File: src/rtl/uart_rx_engine_p.sv
// Oversampled UART receive engine with majority voting, break and idle detection,
// and a first-word-fall-through receive FIFO carrying per-byte parity/framing status.
module uart_rx_engine_p #(
    parameter int unsigned OVERSAMPLE = 16,
    parameter int unsigned FIFO_DEPTH = 16,
    parameter int unsigned IDLE_BITS  = 20
) (
    input  logic                          clk,
    input  logic                          rst,
    input  logic                          acq_tick_i,
    input  logic                          rx_i,
    input  logic [1:0]                    data_len_i,
    input  logic                          parity_en_i,
    input  logic                          parity_odd_i,
    input  logic                          big_end_i,
    input  logic                          stop2_i,
    input  logic                          n_rd_i,
    input  logic                          n_clr_i,
    output logic [7:0]                    data_o,
    output logic [1:0]                    err_o,
    output logic                          p_empty_o,
    output logic                          p_full_o,
    output logic [$clog2(FIFO_DEPTH):0]   level_o,
    output logic [7:0]                    parity_err_cnt_o,
    output logic [7:0]                    frame_err_cnt_o,
    output logic [7:0]                    overrun_cnt_o,
    output logic                          p_byte_done_o,
    output logic                          break_o,
    output logic                          idle_o
);

    localparam int unsigned TW         = $clog2(OVERSAMPLE);
    localparam int unsigned AW         = $clog2(FIFO_DEPTH);
    localparam int unsigned LW         = AW + 1;
    localparam int unsigned MID        = OVERSAMPLE / 2;
    localparam int unsigned IDLE_TICKS = IDLE_BITS * OVERSAMPLE;
    localparam int unsigned IW         = $clog2(IDLE_TICKS + 1);

    typedef enum logic [2:0] {
        S_IDLE,
        S_START,
        S_DATA,
        S_PARITY,
        S_STOP,
        S_BREAK
    } state_t;

    state_t state_q, state_d;

    logic          rx_s1, rx_s2, rx_prev;
    logic          fall;
    logic [TW-1:0] tc_q;
    logic          smp_a, smp_b;
    logic          maj, decide, bit_end;

    logic [1:0]    len_q;
    logic          par_en_q, par_odd_q, big_q, stop2_q;
    logic [2:0]    bit_cnt_q, last_bit, pos;
    logic [7:0]    shreg_q;
    logic          par_err_q, frm_err_q, zero_q, stop_cnt_q;

    logic          start_cap, put_bit, par_chk, stop_mid, adv_bit, adv_stop;
    logic          wr_en, brk_det;
    logic [1:0]    wr_err;

    logic [9:0]    mem [FIFO_DEPTH];
    logic [AW-1:0] wr_ptr_q, rd_ptr_q;
    logic [LW-1:0] level_q;
    logic          full, empty, pop, push, ovr;
    logic [9:0]    head;

    logic [IW-1:0] idle_cnt_q;
    logic          idle_armed_q, idle_run, idle_fire;

    // Two-flop synchroniser plus edge history, all idling at line-high.
    always_ff @(posedge clk or negedge rst) begin
        if (!rst) begin
            rx_s1   <= 1'b1;
            rx_s2   <= 1'b1;
            rx_prev <= 1'b1;
        end else begin
            rx_s1   <= rx_i;
            rx_s2   <= rx_s1;
            rx_prev <= rx_s2;
        end
    end

    assign fall     = rx_prev & ~rx_s2;
    assign decide   = acq_tick_i && (tc_q == TW'(MID + 1));
    assign bit_end  = acq_tick_i && (tc_q == TW'(OVERSAMPLE - 1));
    assign maj      = (smp_a & smp_b) | (smp_a & rx_s2) | (smp_b & rx_s2);
    assign last_bit = 3'd4 + {1'b0, len_q};
    assign pos      = big_q ? (last_bit - bit_cnt_q) : bit_cnt_q;
    assign wr_err   = {frm_err_q | ~maj, par_err_q};

    always_ff @(posedge clk or negedge rst) begin
        if (!rst) state_q <= S_IDLE;
        else      state_q <= state_d;
    end

    always_comb begin
        state_d   = state_q;
        start_cap = 1'b0;
        put_bit   = 1'b0;
        par_chk   = 1'b0;
        stop_mid  = 1'b0;
        adv_bit   = 1'b0;
        adv_stop  = 1'b0;
        wr_en     = 1'b0;
        brk_det   = 1'b0;
        case (state_q)
            S_IDLE: begin
                if (fall) begin
                    state_d   = S_START;
                    start_cap = 1'b1;
                end
            end
            S_START: begin
                if (decide && maj)  state_d = S_IDLE;
                else if (bit_end)   state_d = S_DATA;
            end
            S_DATA: begin
                if (decide) put_bit = 1'b1;
                if (bit_end) begin
                    if (bit_cnt_q == last_bit) state_d = par_en_q ? S_PARITY : S_STOP;
                    else                       adv_bit = 1'b1;
                end
            end
            S_PARITY: begin
                if (decide)  par_chk = 1'b1;
                if (bit_end) state_d = S_STOP;
            end
            S_STOP: begin
                // The final stop decision commits the byte; the rest of the bit is not awaited.
                if (decide) begin
                    if (!stop_cnt_q && zero_q && !maj) begin
                        brk_det = 1'b1;
                        state_d = S_BREAK;
                    end else if (stop_cnt_q == stop2_q) begin
                        wr_en   = 1'b1;
                        state_d = S_IDLE;
                    end else begin
                        stop_mid = 1'b1;
                    end
                end else if (bit_end) begin
                    adv_stop = 1'b1;
                end
            end
            S_BREAK: begin
                if (rx_s2) state_d = S_IDLE;
            end
            default: state_d = S_IDLE;
        endcase
    end

    always_ff @(posedge clk or negedge rst) begin
        if (!rst) begin
            tc_q       <= '0;
            smp_a      <= 1'b1;
            smp_b      <= 1'b1;
            len_q      <= '0;
            par_en_q   <= 1'b0;
            par_odd_q  <= 1'b0;
            big_q      <= 1'b0;
            stop2_q    <= 1'b0;
            bit_cnt_q  <= '0;
            shreg_q    <= '0;
            par_err_q  <= 1'b0;
            frm_err_q  <= 1'b0;
            zero_q     <= 1'b1;
            stop_cnt_q <= 1'b0;
        end else if (start_cap) begin
            tc_q       <= '0;
            len_q      <= data_len_i;
            par_en_q   <= parity_en_i;
            par_odd_q  <= parity_odd_i;
            big_q      <= big_end_i;
            stop2_q    <= stop2_i;
            bit_cnt_q  <= '0;
            shreg_q    <= '0;
            par_err_q  <= 1'b0;
            frm_err_q  <= 1'b0;
            zero_q     <= 1'b1;
            stop_cnt_q <= 1'b0;
        end else begin
            if (acq_tick_i && state_q != S_IDLE && state_q != S_BREAK) begin
                tc_q <= (tc_q == TW'(OVERSAMPLE - 1)) ? '0 : tc_q + TW'(1);
                if (tc_q == TW'(MID - 1)) smp_a <= rx_s2;
                if (tc_q == TW'(MID))     smp_b <= rx_s2;
            end
            if (put_bit) begin
                shreg_q[pos] <= maj;
                zero_q       <= zero_q & ~maj;
            end
            if (par_chk) begin
                par_err_q <= (^shreg_q) ^ maj ^ par_odd_q;
                zero_q    <= zero_q & ~maj;
            end
            if (stop_mid) frm_err_q  <= frm_err_q | ~maj;
            if (adv_bit)  bit_cnt_q  <= bit_cnt_q + 3'd1;
            if (adv_stop) stop_cnt_q <= 1'b1;
        end
    end

    assign full  = (level_q == LW'(FIFO_DEPTH));
    assign empty = (level_q == '0);
    assign pop   = ~n_rd_i & ~empty;
    assign push  = wr_en & (~full | pop);
    // A write lost to a same-cycle flush is not an overrun.
    assign ovr   = wr_en & full & ~pop & n_clr_i;

    always_ff @(posedge clk or negedge rst) begin
        if (!rst) begin
            wr_ptr_q <= '0;
            rd_ptr_q <= '0;
            level_q  <= '0;
        end else if (!n_clr_i) begin
            wr_ptr_q <= '0;
            rd_ptr_q <= '0;
            level_q  <= '0;
        end else begin
            if (push) wr_ptr_q <= wr_ptr_q + AW'(1);
            if (pop)  rd_ptr_q <= rd_ptr_q + AW'(1);
            case ({push, pop})
                2'b10:   level_q <= level_q + LW'(1);
                2'b01:   level_q <= level_q - LW'(1);
                default: level_q <= level_q;
            endcase
        end
    end

    always_ff @(posedge clk) begin
        if (push && n_clr_i) mem[wr_ptr_q] <= {wr_err, shreg_q};
    end

    assign head      = mem[rd_ptr_q];
    assign data_o    = empty ? '0 : head[7:0];
    assign err_o     = empty ? '0 : head[9:8];
    assign p_empty_o = empty;
    assign p_full_o  = full;
    assign level_o   = level_q;

    always_ff @(posedge clk or negedge rst) begin
        if (!rst) begin
            parity_err_cnt_o <= '0;
            frame_err_cnt_o  <= '0;
            overrun_cnt_o    <= '0;
        end else begin
            if (wr_en && wr_err[0] && parity_err_cnt_o != 8'hFF)
                parity_err_cnt_o <= parity_err_cnt_o + 8'd1;
            if (wr_en && wr_err[1] && frame_err_cnt_o != 8'hFF)
                frame_err_cnt_o <= frame_err_cnt_o + 8'd1;
            if (ovr && overrun_cnt_o != 8'hFF)
                overrun_cnt_o <= overrun_cnt_o + 8'd1;
        end
    end

    assign idle_run  = acq_tick_i && state_q == S_IDLE && rx_s2 && idle_armed_q;
    assign idle_fire = idle_run && (idle_cnt_q == IW'(IDLE_TICKS - 1));

    always_ff @(posedge clk or negedge rst) begin
        if (!rst) begin
            idle_cnt_q   <= '0;
            idle_armed_q <= 1'b0;
        end else begin
            if (wr_en)          idle_armed_q <= 1'b1;
            else if (idle_fire) idle_armed_q <= 1'b0;
            if (wr_en || start_cap || idle_fire) idle_cnt_q <= '0;
            else if (idle_run)                   idle_cnt_q <= idle_cnt_q + IW'(1);
        end
    end

    always_ff @(posedge clk or negedge rst) begin
        if (!rst) begin
            p_byte_done_o <= 1'b0;
            break_o       <= 1'b0;
            idle_o        <= 1'b0;
        end else begin
            p_byte_done_o <= wr_en;
            break_o       <= brk_det;
            idle_o        <= idle_fire;
        end
    end

endmodule

File: config.mk
export PLATFORM = sky130hd
export DESIGN_NAME = uart_rx_engine_p
export DESIGN_NICKNAME = d
export VERILOG_FILES = /design/src/rtl/uart_rx_engine_p.sv
export SDC_FILE = /design/constraint.sdc
export NUM_CORES = 1
export LEC_CHECK = 0
export CAP_MARGIN = 20
export CORE_ASPECT_RATIO = 1.25
export CORE_UTILIZATION = 30
export CTS_CLUSTER_DIAMETER = 200
export DETAILED_ROUTE_END_ITERATION = 12
export PLACE_DENSITY = 0.46
export SLEW_MARGIN = 20
export SYNTH_ARGS = -nofsm -noshare
export SYNTH_HDL_FRONTEND = slang
export SYNTH_SLANG_ARGS = --single-unit
File: constraint.sdc
create_clock -name clk -period 8.75 [get_ports clk]
set_clock_uncertainty 0.15 [all_clocks]
set_input_delay 0.875 -clock clk [delete_from_list [all_inputs] [get_ports clk]]
set_output_delay 0.875 -clock clk [all_outputs]
set_load 0.005 [all_outputs]
==> results.md <==
- Outcome: complete, no violations
- HP Class: in -> async
- Power density over the cells: approximately 240 nW/um2
- Count of different cell masters after synthesis: 57
- Final Non-Filler Cells: 1249
- Worst-path clk slew: approximately 0.060 ns
- Clock Sinks: 243
- Commonest cells post-synth: 160 x edfxtp_1, 77 x dfrtp_1, 75 x nand2_1
- #FFs+latches synth: 243
- Initial DRC Count: roughly 330
- Design area: roughly 13000 um2
- ANT cells: 0
- Clk pwr share: 38.7%
- DP Area: 11610 um2
- Dominant cells by area after synthesis: edfxtp_1 45%, dfrtp_1 18%, mux4_2 11%
- Sum Neg Setup Slack: 0 ns
- Core ar.: 34610 um2
- TritonCTS Buffers: 27
- Critical Path RT: 7.73 ns
- Crit-path max FO: 30
- # rows: 76
- Multi-input gate area: about 3500 um2
- Max Cap Violations: 0
- Drt wl/cell: 18.62 um
- Sequential share of power: a little under half
- Data arrival time of the worst path: 3.56 ns
- Gates resized, CTS repair: 0
- CTS tree: done
- Share of cells above drive strength 1: 15.75%
- Post-Route WL: 23260 um
- Ports: 56
- Post-DRT Antenna Nets: 0
- Post-synth top area share: 45.45%
- Main synth FF type: edfxtp_1
- Die width: 169.9 um
- Crit Path Category: reg -> out
- Internal: 2.196 mW
- F_max: 218.2 MHz
- Setup Viol. Count Final: 0
- Worst-margin pin slew: 1.028 ns
- # fillers: 3309
- Fin nets: 795
- Async SR Flop Fraction: between 30% and 40%
- Lkg Pwr: 4.347 nW
- P_sw: 0.7903 mW
- VDD IR max: 97.90 uV
- Clock Root Buffer: clkbuf_16
- Die area: about 36000 um2
- Largest stage delay, worst path: around 0.66 ns
- DRC: 0
- CP max-delay cell: dfrtp_2
- Layout area overhead: 18.45%
- Starting density of the core: 30.54%
- First-pass GRT wire length: around 36000 um
- Critical Path Source Type: flip-flop
- Initial antenna violation count: 0
- Clk buf depth: 3
- DP HPWL: 15610 um
- Tcrit/Tclk final: 52.38%
- Vias per cell: 4.689
- DP Cell Count: 1201
- H-tree level count: 1
- Comb power frac: around 16%
- Fin. max-slew vios: 0
- GRT Total Usage: a little over an eighth
- FF/Latch Area: 6890 um2
- Mapped Cells: 702
- Post-CTS setup buffer count: 0
- Final Critical Period: 4.584 ns
- Vias: 5857
- Gr ovfl total: 0
- Die Y: 211.9 um
- Hold_buf cts: 0
- Buffers on Ports: 55
- Count leader, synth: edfxtp_1
- Hold WS: 0.02677 ns
- Crit path top cell by count: mux4_2
- Synthesis Warnings: 0
- Largest net degree at the start of global routing: 75
- Gp weighted congestion: 0.8139
- First-pass DRT Iterations: 4
- Sequential-to-total area share from yosys stat: 65.18%
- Cell taking the most area after synthesis: edfxtp_1
- Slew Limit Headroom: 31.21%
- Final Hold Viols: 0
- Critical Path, Cell by Cell: buf_4 -> mux4_2 -> mux4_2 -> nor2b_1 -> clkdlybuf4s50_1
- RSZ-0062 raised after global routing: no
- Number of synthesized flops with an enable pin: between 150 and 200
- Number of global-route vias before repair: 6261
- Syn avg cell area: 15.06 um2
- Later-pin clock latency in the skew report: between 0.5 and 0.6 ns
- Sw Share: 26.46%
- Syn nets: 735
- Critical path capture point type: primary output
- Post-Syn Area: 10570 um2
==> metal layers <==
metal	track usage (%)	part of all wire [%]	wire length (um)
met5	0	0	0
met4	4.722	2.9	682
met3	1.795	3.7	851
met2	24.99	54	12520
met1	15.23	40	9207
==> power by group through the flow <==
| stage | sequential, mW | clock, mW | combinational [mW] |
|---|---|---|---|
| 2_1_floorplan | 1.34 | 0 | 0.369 |
| 3_3_place_gp | 1.38 | 0 | 0.464 |
| 3_5_place_dp | 1.39 | 0 | 0.477 |
| 4_1_cts | 1.36 | 1.19 | 0.479 |
| 5_1_grt | 1.37 | 1.23 | 0.522 |
| 6_report | 1.36 | 1.16 | 0.469 |
==> kinds of logic after synthesis <==
group           Yosys count  synth area share [%]
flops                   243                 65.18
compound gates           58                 4.107
xor+xnor                 48                 3.977
buf+inv                  43                 1.764
simple gates            228                 10.55
fa+ha+maj                22                 2.734
mux                      60                 11.70
==> registers in the layout, indices dropped and copies added, names as in the netlist, 2 cells and up <==
register and flops:
tc_q 4, wr_ptr_q 4, rd_ptr_q 4, mem 160, idle_cnt_q 9, shreg_q 8
bit_cnt_q 3, level_o 5, len_q 2, overrun_cnt_o 8, frame_err_cnt_o 8, state_q 3
parity_err_cnt_o 8
==> worst max-delay path: cells and delay by family (launching register included) <==
family                 cells  cell delay [ns]
AND/OR/NAND/NOR            1             0.15
flip-flops                 1             0.66
buffers and inverters      2             1.09
multiplexers               2             1.11
==> cell type report <==
class                           instances  share of cell area [%]
Tap cell                              468                   4.677
Sequential cell                       243                   55.03
Inverter                               15                  0.4497
Multi-Input combinational cell        416                   27.96
Timing Repair Buffer                   59                   4.617
Clock buffer                           29                   5.456
Clock inverter                         19                   1.809
==> through the flow <==
step | util, % | setup slack, ns | total power [mW]
after global placement | 33.55 | 4.496 | 1.848
after floorplan | - | 5.601 | 1.704
after detailed placement | 33.55 | 4.431 | 1.863
after CTS | 36.17 | 4.051 | 3.031
after global routing | 36.17 | 3.931 | 3.124
final | 36.17 | 4.166 | 2.987
==> layout by cell type (no fill, tap or decap), drive strengths merged, types with 3 or more instances in the layout <==
| master | count |
|---|---|
| edfxtp | 160 |
| dfrtp | 77 |
| nand2 | 77 |
| clkdlybuf4s50 | 54 |
| nor2 | 54 |
| mux4 | 50 |
| xnor2 | 32 |
| clkbuf | 29 |
| nand3 | 25 |
| a21oi | 20 |
| ha | 19 |
| xor2 | 16 |
| inv | 15 |
| nor2b | 15 |
| o21ai | 13 |
| nand4 | 13 |
| clkinv | 12 |
| and3 | 9 |
| and2 | 8 |
| nor3 | 7 |
| nand2b | 6 |
| a21o | 6 |
| dfstp | 6 |
| bufinv | 5 |
| buf | 5 |
| mux2i | 5 |
| mux2 | 5 |
| nor3b | 3 |
| or3 | 3 |
| o32ai | 3 |
==> final timing paths <==
kind	from	end	slack (ns)	cells after the start
setup reg to reg	rx_s2	level_o[4]	5.14	10
max in group asynchronous	rst	frame_err_cnt_o[4]	7.23	2
setup / recovery	rd_ptr_q[0]	err_o[1]	4.17	5
hold reg to reg	rx_s1	rx_s2	0.21	0
min in group clk	rx_s1	rx_s2	0.21	0
hold / removal	rst	level_o[4]	0.03	1
(Power assumes the default switching activity.)
